<file path="src/rtl/toaster_heat_timer_pkg.sv">
// -----------------------------------------------------------------------------
// toaster_pkg
// Shared definitions for the toaster heater timer: channel state encoding,
// load clamping limits and the seconds-to-BCD helper used by the display path.
// No ports (package).
// -----------------------------------------------------------------------------
package toaster_pkg;

    // Per-channel control state.
    typedef enum logic [1:0] {
        IDLE   = 2'd0,
        RUN    = 2'd1,
        PAUSED = 2'd2,
        DONE   = 2'd3
    } heat_state_t;

    // Longest loadable time: 15 min 59 s, the largest value the 3-digit
    // {minutes, tens, ones} readout can show.
    localparam int unsigned MAX_TIME_S = 32'd959;
    // Duty cycle is a percentage.
    localparam int unsigned MAX_DC     = 32'd100;

    // Seconds -> {minutes, tens of seconds, ones of seconds}, one nibble each.
    function automatic logic [11:0] bcd_time(input logic [31:0] secs);
        logic [31:0] mins;
        logic [31:0] rem_s;
        logic [31:0] tens;
        logic [31:0] ones;
        mins  = secs / 32'd60;
        rem_s = secs % 32'd60;
        tens  = rem_s / 32'd10;
        ones  = rem_s % 32'd10;
        return {mins[3:0], tens[3:0], ones[3:0]};
    endfunction

endpackage

</file>
<file path="src/rtl/toaster_heat_timer_if.sv">
// -----------------------------------------------------------------------------
// toaster_heat_timer_if
// Control/status bundle between the keypad/control FSM (master) and the heater
// timer (slave).
//   start/stop/load  [NCH]    per-channel requests (master -> slave)
//   load_time        [TIME_W] seconds to load, shared by all channels
//   load_dc          [DC_W]   duty cycle percent to load, shared
//   disp_sel         [SEL_W]  channel shown on disp
//   load_ack/done    [NCH]    one-cycle pulses (slave -> master)
//   busy/pwm         [NCH]    channel active / heater drive
//   disp             [12]     BCD {minutes, tens, ones}
// -----------------------------------------------------------------------------
interface toaster_heat_timer_if #(
    parameter int unsigned NCH    = 2,
    parameter int unsigned TIME_W = 10,
    parameter int unsigned DC_W   = 8
);
    localparam int unsigned SEL_W = (NCH > 1) ? $clog2(NCH) : 1;

    logic [NCH-1:0]    start;
    logic [NCH-1:0]    stop;
    logic [NCH-1:0]    load;
    logic [TIME_W-1:0] load_time;
    logic [DC_W-1:0]   load_dc;
    logic [NCH-1:0]    load_ack;
    logic [NCH-1:0]    done;
    logic [NCH-1:0]    busy;
    logic [NCH-1:0]    pwm;
    logic [SEL_W-1:0]  disp_sel;
    logic [11:0]       disp;

    modport master (
        output start, stop, load, load_time, load_dc, disp_sel,
        input  load_ack, done, busy, pwm, disp
    );

    modport slave (
        input  start, stop, load, load_time, load_dc, disp_sel,
        output load_ack, done, busy, pwm, disp
    );

endinterface

</file>
<file path="src/rtl/toaster_heat_timer_chan.sv">
// -----------------------------------------------------------------------------
// toaster_heat_chan
// One heater channel: IDLE/RUN/PAUSED/DONE control, one-second prescaler,
// seconds countdown and registered PWM (period = one second).
// Ports:
//   clk, reset              clock, async active-high reset
//   start_i/stop_i/load_i   requests; priority stop > load > start
//   load_time_i, load_dc_i  values captured on an accepted load (clamped)
//   load_ack_o, done_o      registered one-cycle pulses
//   busy_o                  state is RUN or PAUSED
//   pwm_o                   registered heater drive
//   remaining_o             seconds left, for the display path
// -----------------------------------------------------------------------------
module toaster_heat_chan
    import toaster_pkg::*;
#(
    parameter int unsigned TICKS_PER_SEC = 2000,
    parameter int unsigned TIME_W        = 10,
    parameter int unsigned DC_W          = 8
) (
    input  logic              clk,
    input  logic              reset,
    input  logic              start_i,
    input  logic              stop_i,
    input  logic              load_i,
    input  logic [TIME_W-1:0] load_time_i,
    input  logic [DC_W-1:0]   load_dc_i,
    output logic              load_ack_o,
    output logic              done_o,
    output logic              busy_o,
    output logic              pwm_o,
    output logic [TIME_W-1:0] remaining_o
);

    localparam int unsigned CTR_W         = (TICKS_PER_SEC > 1) ? $clog2(TICKS_PER_SEC) : 1;
    localparam logic [CTR_W-1:0] CTR_LAST = CTR_W'(TICKS_PER_SEC - 1);
    // PWM cycles per percent of duty.
    localparam int unsigned TICKS_PER_PCT = TICKS_PER_SEC / 32'd100;

    heat_state_t       state_q, state_d;
    logic [TIME_W-1:0] remaining_q, remaining_d;
    logic [DC_W-1:0]   dc_q, dc_d;
    logic [CTR_W-1:0]  ctr_q, ctr_d;
    logic              load_ack_q, load_ack_d;
    logic              done_q, done_d;
    logic              pwm_q, pwm_d;
    logic [TIME_W-1:0] time_clamp_s;
    logic [DC_W-1:0]   dc_clamp_s;

    assign time_clamp_s = (32'(load_time_i) > MAX_TIME_S) ? TIME_W'(MAX_TIME_S) : load_time_i;
    assign dc_clamp_s   = (32'(load_dc_i) > MAX_DC) ? DC_W'(MAX_DC) : load_dc_i;

    // Next-state, prescaler, countdown and pulse decode.
    always_comb begin
        state_d     = state_q;
        remaining_d = remaining_q;
        dc_d        = dc_q;
        ctr_d       = ctr_q;
        load_ack_d  = 1'b0;
        done_d      = 1'b0;
        case (state_q)
            IDLE, DONE: begin
                if (stop_i) begin
                    // Clears DONE; a stop in IDLE also lands here and changes nothing.
                    state_d = IDLE;
                end else if (load_i) begin
                    state_d     = IDLE;
                    remaining_d = time_clamp_s;
                    dc_d        = dc_clamp_s;
                    load_ack_d  = 1'b1;
                end else if (start_i && (state_q == IDLE) && (remaining_q != '0)) begin
                    state_d = RUN;
                    ctr_d   = '0;
                end else begin
                    state_d = state_q;
                end
            end
            RUN: begin
                if (stop_i) begin
                    // Pause: everything holds, including this cycle's count.
                    state_d = PAUSED;
                end else if (ctr_q == CTR_LAST) begin
                    ctr_d       = '0;
                    remaining_d = remaining_q - TIME_W'(1);
                    if (remaining_q == TIME_W'(1)) begin
                        state_d = DONE;
                        done_d  = 1'b1;
                    end else begin
                        state_d = RUN;
                    end
                end else begin
                    ctr_d = ctr_q + CTR_W'(1);
                end
            end
            PAUSED: begin
                if (stop_i) begin
                    // Second stop aborts the cook.
                    state_d     = IDLE;
                    remaining_d = '0;
                end else if (start_i) begin
                    // Resume mid-second: prescaler keeps its position.
                    state_d = RUN;
                end else begin
                    state_d = PAUSED;
                end
            end
            default: begin
                state_d = IDLE;
            end
        endcase
    end

    // PWM decision from the current cycle; registered below.
    always_comb begin
        if (state_q == RUN) begin
            pwm_d = (32'(ctr_q) < (32'(dc_q) * TICKS_PER_PCT));
        end else begin
            pwm_d = 1'b0;
        end
    end

    // Channel state registers.
    always_ff @(posedge clk or posedge reset) begin
        if (reset) begin
            state_q     <= IDLE;
            remaining_q <= '0;
            dc_q        <= '0;
            ctr_q       <= '0;
            load_ack_q  <= 1'b0;
            done_q      <= 1'b0;
            pwm_q       <= 1'b0;
        end else begin
            state_q     <= state_d;
            remaining_q <= remaining_d;
            dc_q        <= dc_d;
            ctr_q       <= ctr_d;
            load_ack_q  <= load_ack_d;
            done_q      <= done_d;
            pwm_q       <= pwm_d;
        end
    end

    assign load_ack_o  = load_ack_q;
    assign done_o      = done_q;
    assign pwm_o       = pwm_q;
    assign busy_o      = (state_q == RUN) || (state_q == PAUSED);
    assign remaining_o = remaining_q;

endmodule

</file>
<file path="src/rtl/toaster_heat_timer.sv">
// -----------------------------------------------------------------------------
// toaster_heat_timer
// NCH independent heater channels (countdown + PWM) plus an optional BCD
// readout of the selected channel's remaining time.
// Ports:
//   clk    system clock
//   reset  asynchronous active-high reset
//   bus    toaster_heat_timer_if.slave: requests, load values, acks, done,
//          busy, pwm, disp_sel/disp
// Build option: TOASTER_BCD_DISP_EN -- when defined, disp shows the selected
// channel as BCD {minutes, tens, ones} with one cycle of latency; when not
// defined, disp is tied to 0 and no divide/modulo logic exists.
// -----------------------------------------------------------------------------
module toaster_heat_timer
    import toaster_pkg::*;
#(
    parameter int unsigned NCH           = 2,
    parameter int unsigned TICKS_PER_SEC = 2000,
    parameter int unsigned TIME_W        = 10,
    parameter int unsigned DC_W          = 8
) (
    input logic                 clk,
    input logic                 reset,
    toaster_heat_timer_if.slave bus
);

    logic [NCH-1:0]             load_ack_s;
    logic [NCH-1:0]             done_s;
    logic [NCH-1:0]             busy_s;
    logic [NCH-1:0]             pwm_s;
    logic [NCH-1:0][TIME_W-1:0] rem_s;

    for (genvar g = 0; g < NCH; g++) begin : g_chan
        toaster_heat_chan #(
            .TICKS_PER_SEC (TICKS_PER_SEC),
            .TIME_W        (TIME_W),
            .DC_W          (DC_W)
        ) u_chan (
            .clk         (clk),
            .reset       (reset),
            .start_i     (bus.start[g]),
            .stop_i      (bus.stop[g]),
            .load_i      (bus.load[g]),
            .load_time_i (bus.load_time),
            .load_dc_i   (bus.load_dc),
            .load_ack_o  (load_ack_s[g]),
            .done_o      (done_s[g]),
            .busy_o      (busy_s[g]),
            .pwm_o       (pwm_s[g]),
            .remaining_o (rem_s[g])
        );
    end

    assign bus.load_ack = load_ack_s;
    assign bus.done     = done_s;
    assign bus.busy     = busy_s;
    assign bus.pwm      = pwm_s;

`ifdef TOASTER_BCD_DISP_EN
    logic [TIME_W-1:0] sel_rem_s;
    logic              sel_ok_s;
    logic [11:0]       disp_d;
    logic [11:0]       disp_q;

    // AND-OR select of the displayed channel; out-of-range select shows 0.
    always_comb begin
        sel_rem_s = '0;
        sel_ok_s  = 1'b0;
        for (int i = 0; i < NCH; i++) begin
            sel_rem_s = sel_rem_s | (rem_s[i] & {TIME_W{32'(bus.disp_sel) == 32'(i)}});
            sel_ok_s  = sel_ok_s | (32'(bus.disp_sel) == 32'(i));
        end
        disp_d = sel_ok_s ? bcd_time(32'(sel_rem_s)) : 12'd0;
    end

    // Display register.
    always_ff @(posedge clk or posedge reset) begin
        if (reset) begin
            disp_q <= 12'd0;
        end else begin
            disp_q <= disp_d;
        end
    end

    assign bus.disp = disp_q;
`else
    // Readout disabled: selector and remaining-time taps are intentionally unused.
    logic unused_disp_s;
    assign unused_disp_s = ^{bus.disp_sel, rem_s};
    assign bus.disp      = 12'd0;
`endif

endmodule

</file>
<file path="src/flat_wrapper.sv">
// flat-port wrapper written by rule: the top's interface ports become plain ports
module toaster_heat_timer_flat import toaster_pkg::*;
#(
    parameter int unsigned NCH           = 2,
    parameter int unsigned TICKS_PER_SEC = 2000,
    parameter int unsigned TIME_W        = 10,
    parameter int unsigned DC_W          = 8
)
  (clk, reset, bus_start, bus_stop, bus_load, bus_load_time, bus_load_dc, bus_disp_sel, bus_load_ack, bus_done, bus_busy, bus_pwm, bus_disp);
  toaster_heat_timer_if #(.NCH(NCH), .TIME_W(TIME_W), .DC_W(DC_W)) bus_i ();
  input logic clk;
  input logic reset;
  input wire logic [$bits(bus_i.start)-1:0] bus_start;
  input wire logic [$bits(bus_i.stop)-1:0] bus_stop;
  input wire logic [$bits(bus_i.load)-1:0] bus_load;
  input wire logic [$bits(bus_i.load_time)-1:0] bus_load_time;
  input wire logic [$bits(bus_i.load_dc)-1:0] bus_load_dc;
  input wire logic [$bits(bus_i.disp_sel)-1:0] bus_disp_sel;
  output wire logic [$bits(bus_i.load_ack)-1:0] bus_load_ack;
  output wire logic [$bits(bus_i.done)-1:0] bus_done;
  output wire logic [$bits(bus_i.busy)-1:0] bus_busy;
  output wire logic [$bits(bus_i.pwm)-1:0] bus_pwm;
  output wire logic [$bits(bus_i.disp)-1:0] bus_disp;
  assign bus_i.start = bus_start;
  assign bus_i.stop = bus_stop;
  assign bus_i.load = bus_load;
  assign bus_i.load_time = bus_load_time;
  assign bus_i.load_dc = bus_load_dc;
  assign bus_i.disp_sel = bus_disp_sel;
  assign bus_load_ack = bus_i.load_ack;
  assign bus_done = bus_i.done;
  assign bus_busy = bus_i.busy;
  assign bus_pwm = bus_i.pwm;
  assign bus_disp = bus_i.disp;
  toaster_heat_timer #(.NCH(NCH), .TICKS_PER_SEC(TICKS_PER_SEC), .TIME_W(TIME_W), .DC_W(DC_W)) u_core (.clk(clk), .reset(reset), .bus(bus_i));
endmodule
</file>
<file path="config.mk">
export PLATFORM = sky130hd
export DESIGN_NAME = toaster_heat_timer_flat
export DESIGN_NICKNAME = d
export VERILOG_FILES = /design/src/rtl/toaster_heat_timer_pkg.sv /design/src/rtl/toaster_heat_timer_if.sv /design/src/rtl/toaster_heat_timer_chan.sv /design/src/rtl/toaster_heat_timer.sv /design/src/flat_wrapper.sv
export SDC_FILE = /design/constraint.sdc
export NUM_CORES = 1
export LEC_CHECK = 0
export BUFFER_PORTS_ARGS = -buffer_cell sky130_fd_sc_hd__buf_2
export CORE_MARGIN = 5
export CORE_UTILIZATION = 35
export CTS_CLUSTER_SIZE = 20
export DETAILED_ROUTE_END_ITERATION = 8
export PLACE_DENSITY_LB_ADDON = 0.05
export RECOVER_POWER = 50
export SYNTH_ARGS = -nofsm -noshare
export SYNTH_HDL_FRONTEND = slang
export SYNTH_SLANG_ARGS = --single-unit
</file>
<file path="constraint.sdc">
create_clock -name clk -period 6.5 [get_ports clk]
set_input_delay 1.3 -clock clk [delete_from_list [all_inputs] [get_ports clk]]
set_output_delay 1.3 -clock clk [all_outputs]
set_load 0.005 [all_outputs]
</file>
[Yosys cells after proc, flatten, opt, wreduce, memory -nomap -nowiden]
Index checks and enable logic that the tools add are counted.
Storage, ports and cells
  bits in registers: 68
  bits of input ports: 27
  word-level logic and storage cells: 136
Operators by class
  $lt $le $gt $ge: 4
  bitwise gates (word level): 2
  reductions and logical operators: 22
  equal/unequal tests: 28
  multiplexer cells: 60
  add/subtract/negate cells: 4
  multipliers: 2
Operators with widths (number)
  10-bit 2-to-1 mux: 11
  11-bit 2-to-1 mux: 10
  10-bit one-hot mux with 3 select lines: 2
  11-bit one-hot mux with 2 select lines: 2
  2-bit 2-to-1 mux: 16
  2-bit inequality test (second input constant): 14
  11-bit by 13-bit < comparator with 1-bit output: 2
  11-bit by 1-bit adder with 11-bit output (second input constant): 2
  11-bit equality test (second input constant): 2
  8-bit by 3-bit multiplier with 11-bit output (second input constant): 2
  10-bit by 1-bit equality test with 1-bit output (second input constant): 2
  5-bit AND reduction: 4
  10-bit nonzero test: 2
  10-bit by 1-bit subtractor with 10-bit output (second input constant): 2
  1-bit 2-to-1 mux: 16
  2-bit one-hot mux with 3 select lines: 2
  10-bit > comparator (second input constant): 1
  2-bit equality test (second input constant): 4
  8-bit by 7-bit > comparator with 1-bit output (second input constant): 1
  8-bit 2-to-1 mux: 1
  4-bit inequality test (second input constant): 2
  3-bit inequality test (second input constant): 2
  3-bit AND reduction: 2
  2-bit by 1-bit equality test with 1-bit output (second input constant): 2
  7 further kinds: 16

[Logic depth before layout (Yosys ltp)]
Gate-level depths: netlist of the first run.
  word-level depth: 7
  depth in mapped cells: 13

[Modules after synthesis]
A second synthesis of the first run with hierarchy kept.
Unflattened totals
  cells, all modules: 568
  area total of the unflattened synthesis: 5043.6 sq um
Modules (own cells, without submodules)
  toaster_heat_chan at u_core.g_chan[1].u_chan: area each 2496.1 sq um, cells an instance 272, seq. area each 850.8 sq um, times used 1
  toaster_heat_chan at u_core.g_chan[0].u_chan: area each 2453.6 sq um, cells an instance 283, seq. area each 850.8 sq um, times used 1
  toaster_heat_timer: area each 93.8 sq um, cells an instance 13, seq. area each 0.0 sq um, times used 1

[Least setup slack after synthesis of the first run]
Ideal clock, no wire load.
  path kind: register -> register
  start point: register u_core.g_chan[0].u_chan.dc_q[2]
  end point: register u_core.g_chan[0].u_chan.pwm_q
  library setup time: 0.082 ns
  period minus slack after synthesis: 2.753 ns
  cell stages (with the launch flop): 14
  data required time: 6.418 ns
  setup slack: 3.747 ns
  arrival time: 2.671 ns
  path through: dfrtp_1 -> ha_1 -> ha_1 -> a21o_1 -> a21o_1 -> a21o_1 -> a21oi_1 -> xor2_1 -> ha_1 -> a211oi_1 -> nand2_1 -> a211oi_1 -> o21ai_0 -> a31oi_1
Between the ends
  word-level cells in the longest chain between the ends: 3
Ends and longest elaborated chain
  start: declaration: RTL line toaster_heat_timer_chan.sv:42  | logic [DC_W-1:0] dc_q, dc_d;
  start signal: assignment: RTL line toaster_heat_timer_chan.sv:127  | dc_q <= '0;
  start signal: assignment: RTL line toaster_heat_timer_chan.sv:135  | dc_q <= dc_d;
  8-bit by 3-bit multiplier with 11-bit output: RTL line toaster_heat_timer_chan.sv:116  | pwm_d = (32'(ctr_q) < (32'(dc_q) * TICKS_PER_PCT));
  11-bit by 13-bit < comparator with 1-bit output: RTL line toaster_heat_timer_chan.sv:116
  1-bit 2-to-1 mux: RTL line toaster_heat_timer_chan.sv:115  | if (state_q == RUN) begin
  named net u_core.g_chan[0].u_chan.pwm_d: RTL line toaster_heat_timer_chan.sv:46  | logic pwm_q, pwm_d;
  end signal: assignment: RTL line toaster_heat_timer_chan.sv:139  | pwm_q <= pwm_d;
  end: declaration: RTL line toaster_heat_timer_chan.sv:46
The timed path passes the listed nets, and every way through them passes these cells.
A chain may end at the register's enable or synchronous reset.

[Final worst setup path of the first run]
  start point: register u_core.g_chan[0].u_chan.state_q[1]
  end point: output port bus_busy[0]
Between the ends
  word-level cells in the longest chain between the ends: 2
Ends and longest elaborated chain
  start: declaration: RTL line toaster_heat_timer_chan.sv:40  | heat_state_t state_q, state_d;
  start signal: assignment: RTL line toaster_heat_timer_chan.sv:133  | state_q <= state_d;
  2-bit by 1-bit equality test with 1-bit output or 2-bit equality test (tied branches): RTL line toaster_heat_timer_chan.sv:146  | assign busy_o = (state_q == RUN) || (state_q == PAUSED);
  1-bit logical OR *: RTL line toaster_heat_timer_chan.sv:146
  end: declaration: RTL line flat_wrapper.sv:21  | output wire logic [$bits(bus_i.busy)-1:0] bus_busy;
Every way passes the cells marked *; elsewhere a longest branch is shown, timed or not.

==> results of run 1 <==
==> layer usage <==
layer / vias up / global-route usage, % / wire length [um]
met3: 4 / 3.88 / 359
li1: 2028 / - / -
met2: 51 / 24.9 / 5360
met5: - / 0 / 0
met4: 0 / 4.18 / 87
met1: 1881 / 19.3 / 5550
==> cells by family after synthesis <==
group	count (synthesis)	share of synthesized area, %
AND/OR/NAND/NOR	173	17.3
adder cells (fa/ha/maj)	54	14.2
flip-flops	68	35.0
XOR/XNOR	9	1.62
multiplexers	9	1.95
buffers and inverters	72	7.43
other	1	0.0770
AO/OA/AOI/OAI	170	22.4
==> flip-flops by register name, summed over array words and instances, names as in the netlist <==
register,count
u_core.g_chan.u_chan.load_ack_o,2
u_core.g_chan.u_chan.remaining_o,20
u_core.g_chan.u_chan.done_o,2
u_core.g_chan.u_chan.pwm_o,2
u_core.g_chan.u_chan.state_q,4
u_core.g_chan.u_chan.dc_q,16
u_core.g_chan.u_chan.ctr_q,22
==> path summary, 6_finish.rpt <==
path	startpoint	endpoint	slack, ns
max	u_core.g_chan[0].u_chan.state_q[1]$_DFFE_PP0P_	bus_busy[0]	3.43
min reg2reg	u_core.g_chan[1].u_chan.remaining_o[9]$_DFFE_PP0P_	u_core.g_chan[1].u_chan.remaining_o[9]$_DFFE_PP0P_	0.51
max reg2reg	u_core.g_chan[0].u_chan.dc_q[2]$_DFFE_PP0P_	u_core.g_chan[0].u_chan.pwm_o$_DFF_PP0_	3.44
min	u_core.g_chan[1].u_chan.remaining_o[9]$_DFFE_PP0P_	u_core.g_chan[1].u_chan.remaining_o[9]$_DFFE_PP0P_	0.51
max in group asynchronous	reset	u_core.g_chan[0].u_chan.pwm_o$_DFF_PP0_	4.64
min in group asynchronous	reset	u_core.g_chan[1].u_chan.remaining_o[1]$_DFFE_PP0P_	1.26
==> synth_stat cells (all sizes together), types with 2 or more instances <==
| cell type | instances | area (sq um) |
|---|---|---|
| o21a | 4 | 30.0 |
| a2bb2oi | 2 | 17.5 |
| nand3 | 18 | 90.1 |
| o211ai | 2 | 15.0 |
| and4 | 3 | 26.3 |
| or3 | 2 | 12.5 |
| and3 | 5 | 31.3 |
| a21oi | 25 | 125 |
| o22ai | 7 | 43.8 |
| nand2b | 7 | 43.8 |
| nand2 | 47 | 176 |
| a211oi | 6 | 45.0 |
| a21o | 4 | 30.0 |
| inv | 32 | 120 |
| ha | 52 | 651 |
| fa | 2 | 40.0 |
| o221ai | 2 | 17.5 |
| dfrtp | 68 | 1700 |
| xnor2 | 4 | 35.0 |
| and2 | 4 | 25.0 |
| a22o | 7 | 61.3 |
| nor2 | 52 | 195 |
| a41oi | 2 | 17.5 |
| o31ai | 12 | 90.1 |
| o21ai | 64 | 320 |
| nor4 | 6 | 58.8 |
| xor2 | 5 | 43.8 |
| nor3b | 4 | 35.0 |
| buf | 27 | 191 |
| mux2i | 5 | 50.1 |
| a31oi | 13 | 81.3 |
| o41ai | 6 | 67.6 |
| o32ai | 2 | 17.5 |
| mux2 | 4 | 45.0 |
| nor2b | 7 | 43.8 |
| clkbuf | 12 | 46.3 |
| nor3 | 11 | 55.1 |
| nand4 | 3 | 18.8 |
==> through the flow <==
stage / worst slack [ns] / power, mW / utilization (%) / cell area (sq um) / hold slack [ns]
4_1_cts: 3.40 / 2.23 / 38.6 / 5320 / 0.508
6_report: 3.43 / 2.17 / 38.4 / 5290 / 0.510
3_5_place_dp: 3.32 / 1.77 / 36.8 / 5070 / 0.490
3_3_place_gp: 3.38 / 1.75 / 36.8 / 5070 / 0.491
5_1_grt: 3.14 / 2.41 / 38.4 / 5290 / 0.516
2_1_floorplan: 3.49 / 1.54 / - / 4910 / 0.466
==> critical path, stage by stage, from the launching register on <==
cell,delay [ns]
dfrtp_1,0.37
inv_1,0.07
ha_1,0.76
buf_2,0.24
==> area by class of cell <==
cell class,instances,area (sq um),area share (%)
multi-input cells,427,2820,53.3
flip-flops and latches,68,1700,32.1
clock buffers,12,246,4.66
well taps,180,225,4.25
repair buffers,34,173,3.26
inverters,33,124,2.34
==> where the power goes <==
part	leakage, nW	total, mW	internal (mW)	switching, mW
sequential	0.886	0.667	0.548	0.119
clock	0.120	0.433	0.260	0.173
combinational	1.44	1.07	0.441	0.631
total	2.44	2.17	1.25	0.923
==> layout by cell type, fill, tap and decap left out, types with 5 or more instances in the layout <==
cell type and instances:
a211oi_1 6, a21oi_1 25, a22o_1 7, a31oi_1 13, and3_1 5, buf_2 33
clkbuf_16 9, conb_1 12, dfrtp_1 68, ha_1 52, inv_1 32, mux2i_1 5
nand2_1 47, nand2b_1 7, nand3_1 18, nor2_1 52, nor2b_1 7, nor3_1 11
nor4_1 6, o21ai_0 63, o22ai_1 7, o31ai_1 12, xor2_1 5
==> results.toml, run 1 <==
[status]
status = "finished, final reports clean"

[routing]
drt.antenna.violating_nets = 0
wl_per_cell_um = 15.1
drc = 0
drt_wl_total_mm = 11.4
drtIter0Drc = 150
vias_per_cell = 5.26
route.vias.total = 3964
drtPass1Iterations = 5

[clock_network]
clock_sinks = 68
clkLatencyLatePin_ns = 0.33
cts_tree = "yes"
cts_root_buf = "clkbuf_16"
numCtsBuffers = 9
cts_buffer_depth = 2
holdBufCountCts = 0
ctsResizeCount = 0
clkTransAtPathRegs_ns = 0.05
postCtsSetupRepairBufs = 0
htree_levels = 3

[worst_setup_path]
crit_arrival_ns = 1.77
critPathKind = "reg -> out"
critical_path_required_ns = 5.20
ff2ff_path_depth = 13
crit_path_end_kind = "output port"
critPathLaunchType = "register"
crit_fanout = 24

[job]
maxCapViolations = 0

[sta]
tightestPinTransition_ns = 1.01
rsz0062_at_grt = "false"
relSlewSlack_pct = 32.5
fin_skew_ns = 0.00338
setup_tns_ns = 0
hold_violations = 0
min_period_over_period_pct = 47.2
fmax_mhz = 326
setup_viol = 0
period_needed_ns = 3.07
slew_violations = 0

[global_routing]
grt_pass1_wl_mm = 19.9
grt_max_degree = 69
grt_pass1_vias = 4063
grt_usage_pct = 15.0
antenna_found_initial = 0
overflow = 0

[cells_and_area]
area_growth_pct = 8.77
drive_gt1_share_pct = 9.23
diodes = 0
fill_cells = 1470
nets = 654
final_cells = 754

[synth]
synth_ff_type = "dfrtp_1"
seq_area_frac_synth_pct = 35.0
synth-seq-cells = 68
synthCells = 556
synth_edf_count = 0
async_flop_share_pct = 100
synth_cell_types = 64
netlist_area_sq_mm = 0.00487
avgSynthCellArea_sq_um = 8.75
ys.warnings.count = 0

[floorplanning]
dieHeight_um = 128
core-area_sq_mm = 0.0138
rows = 43
dieArea_sq_mm = 0.0164
num_io_pins = 47
fp.dieW_um = 128
start_util_pct = 35.3

[placed_design]
port_buffers = 33
dp_hpwl_mm = 8.28
post-place-cells = 742
gp_congestion = 0.773

[worst_hold_path]
whs_path_depth = 1
holdCritPathClass = "reg -> reg"

[power_and_ir_drop]
power_density_mw_per_mm2 = 410
vdd_ir_drop_max_mv = 0.221
power_leakage_nw = 2.44
Power figures use the tool's default switching activity.
==> run 2, diff against run 1 <==
==> constraint.sdc (replaced) <==
create_clock -name clk -period 2.5 [get_ports clk]
set_input_delay 0.5 -clock clk [delete_from_list [all_inputs] [get_ports clk]]
set_output_delay 0.5 -clock clk [all_outputs]
set_load 0.005 [all_outputs]
==> run 2 against run 1 <==
Effect of this change:
- the run now ends with negative setup slack left
- count of clock-buffer cells in the layout increased by 1
- setup slack got worse by 3.6 ns
- combinational power increased to 3.2 times the previous value
- sequential share of layout area decreased by 2.6 points
- die area unchanged
- first-iteration DRC count increased by 15%
- flip-flop and latch count unchanged
- wire length increased by 0.93%
- critical path type is now reg -> reg
- largest power group unchanged
- highest routed layer unchanged
==> results.toml, run 2 (same netlist as run 1, synthesis figures left out) <==
[cells_and_area]
nets = 692
layout_common_cells = "dfrtp_1, o21ai_0, nor2_1, nand2_1, ha_1"
multi_input_area_sq_mm = 0.00302
area_growth_pct = 18.4
drive_gt1_share_pct = 18.8
final-seq-area_sq_mm = 0.00170
design_area_sq_mm = 0.00576
regMostFlops = "u_core.g_chan.u_chan.ctr_q"
fill_cells = 1400
largest_reg_flops = 22
diodes = 0
layout_commonest_cell = "dfrtp_1"

[sta]
worst_slack_ns = -0.168
rsz0062_at_grt = "true"
min_period_over_period_pct = 107
relSlewSlack_pct = 19.0
fin_hold_ws_ns = 0.264
period_needed_ns = 2.67
hold_violations = 0
tightestPinTransition_ns = 1.22
setup_viol = 2
setup_tns_ns = -0.282
fmax_mhz = 375
slew_violations = 0
fin_skew_ns = 0.00330

[power_and_ir_drop]
power_density_mw_per_mm2 = 1090
vdd_ir_drop_max_mv = 0.361
power_leakage_nw = 2.62

[worst_setup_path]
worstPathCellList = "ha_4 > ha_4 > a21o_1 > a21o_1 > buf_4 > xnor2_1 > ha_1 > a211oi_1 > nand2_2 > a211oi_2 > o21ai_1 > a31oi_1"
crit_fanout = 3
path_buf_inv = 1
max_stage_delay_ns = 0.42
slowest_stage = "dfrtp_1"
critical_path_required_ns = 2.75
critPathLaunchType = "register"
crit_path_end_kind = "register"
critPathKind = "reg -> reg"
crit_arrival_ns = 2.92
cpLargestDelayFamily = "compound AO/OA/AOI/OAI gates"

[floorplanning]
fp.dieW_um = 128
num_io_pins = 47
dieArea_sq_mm = 0.0164
core-area_sq_mm = 0.0138
dieHeight_um = 128
rows = 43
start_util_pct = 35.3

[job]
maxCapViolations = 0

[clock_network]
cts_buffer_depth = 2
clkTransAtPathRegs_ns = 0.06
htree_levels = 3
numCtsBuffers = 9
clkLatencyLatePin_ns = 0.33
cts_tree = "yes"
holdBufCountCts = 0
clock_sinks = 68
cts_root_buf = "clkbuf_16"

[status]
status = "complete, but fails checks"
failed_checks = "negative setup slack"

[routing]
drtPass1Iterations = 4
drt.antenna.violating_nets = 0
route.vias.total = 4155
drtIter0Drc = 173
drt_wl_total_mm = 11.5
vias_per_cell = 5.24
drc = 0
wl_per_cell_um = 14.5

[global_routing]
grt_pass1_wl_mm = 19.7
grt_usage_pct = 14.7
antenna_found_initial = 0
grt_max_degree = 53
overflow = 0
grt_pass1_vias = 4087

[placed_design]
port_buffers = 33
placed_cell_area_sq_mm = 0.00541
dp_hpwl_mm = 8.60
gp_congestion = 0.788

[worst_hold_path]
holdCritPathClass = "in -> async"
[run 2: cell count changes in the layout (fill, tap and decap cells not counted), sizes merged]
cell and change:
buf +37, clkbuf +2
[run 2: path summary, 6_finish.rpt]
path	startpoint	endpoint	slack, ns	cells after the start
worst max-delay path	u_core.g_chan[0].u_chan.dc_q[2]$_DFFE_PP0P_	u_core.g_chan[0].u_chan.pwm_o$_DFF_PP0_	-0.17	12
worst min-delay path	reset	u_core.g_chan[0].u_chan.remaining_o[3]$_DFFE_PP0P_	0.26	2
worst max register to register	u_core.g_chan[0].u_chan.dc_q[2]$_DFFE_PP0P_	u_core.g_chan[0].u_chan.pwm_o$_DFF_PP0_	-0.17	12
worst min register to register	u_core.g_chan[1].u_chan.remaining_o[9]$_DFFE_PP0P_	u_core.g_chan[1].u_chan.remaining_o[9]$_DFFE_PP0P_	0.51	1
max in group asynchronous	reset	u_core.g_chan[1].u_chan.dc_q[2]$_DFFE_PP0P_	0.50	3
min in group clk	bus_stop[1]	u_core.g_chan[1].u_chan.state_q[0]$_DFFE_PP0P_	0.44	2
[run 2: where the power goes]
part / internal [mW] / total, mW / switching (mW)
Sequential: 1.43 / 1.75 / 0.320
Combinational: 1.60 / 3.42 / 1.82
Clock: 0.656 / 1.11 / 0.456
Total: 3.68 / 6.28 / 2.60
[run 2: layer usage]
layer / wire length (um) / global-route usage (%) / vias to the layer above
met5: 0 / 0 / -
met4: 235 / 6.18 / 0
met3: 380 / 2.33 / 13
met2: 5270 / 22.9 / 66
met1: 5570 / 20.4 / 1970
li1: - / - / 2106
[run 2: area by class of cell]
| class | instances | area share, % |
|---|---|---|
| Clock buffer | 13 | 4.17 |
| Inverter | 33 | 2.15 |
| Multi-Input combinational cell | 427 | 52.3 |
| Sequential cell | 68 | 29.6 |
| Tap cell | 180 | 3.91 |
| Timing Repair Buffer | 72 | 7.88 |
[run 2: metrics by stage]
stage | setup slack (ns) | instances | total power, mW | utilization, %
2_1_floorplan | -0.00228 | 567 | 4.08 | -
3_3_place_gp | -0.184 | 779 | 5.02 | 39.3
3_5_place_dp | -0.194 | 779 | 5.06 | 39.3
4_1_cts | -0.194 | 792 | 6.28 | 41.4
5_1_grt | -0.350 | 793 | 6.93 | 41.8
6_report | -0.168 | 793 | 6.28 | 41.8
[run 2: repair_timing]
item / CTS / global route
buffers inserted: 0 / 1
resized for setup: 8 / 10
setup endpoints to repair: 2 / 2
hold endpoints to repair: 0 / 0
gates cloned: 0 / 0
pin swaps: 9 / 9
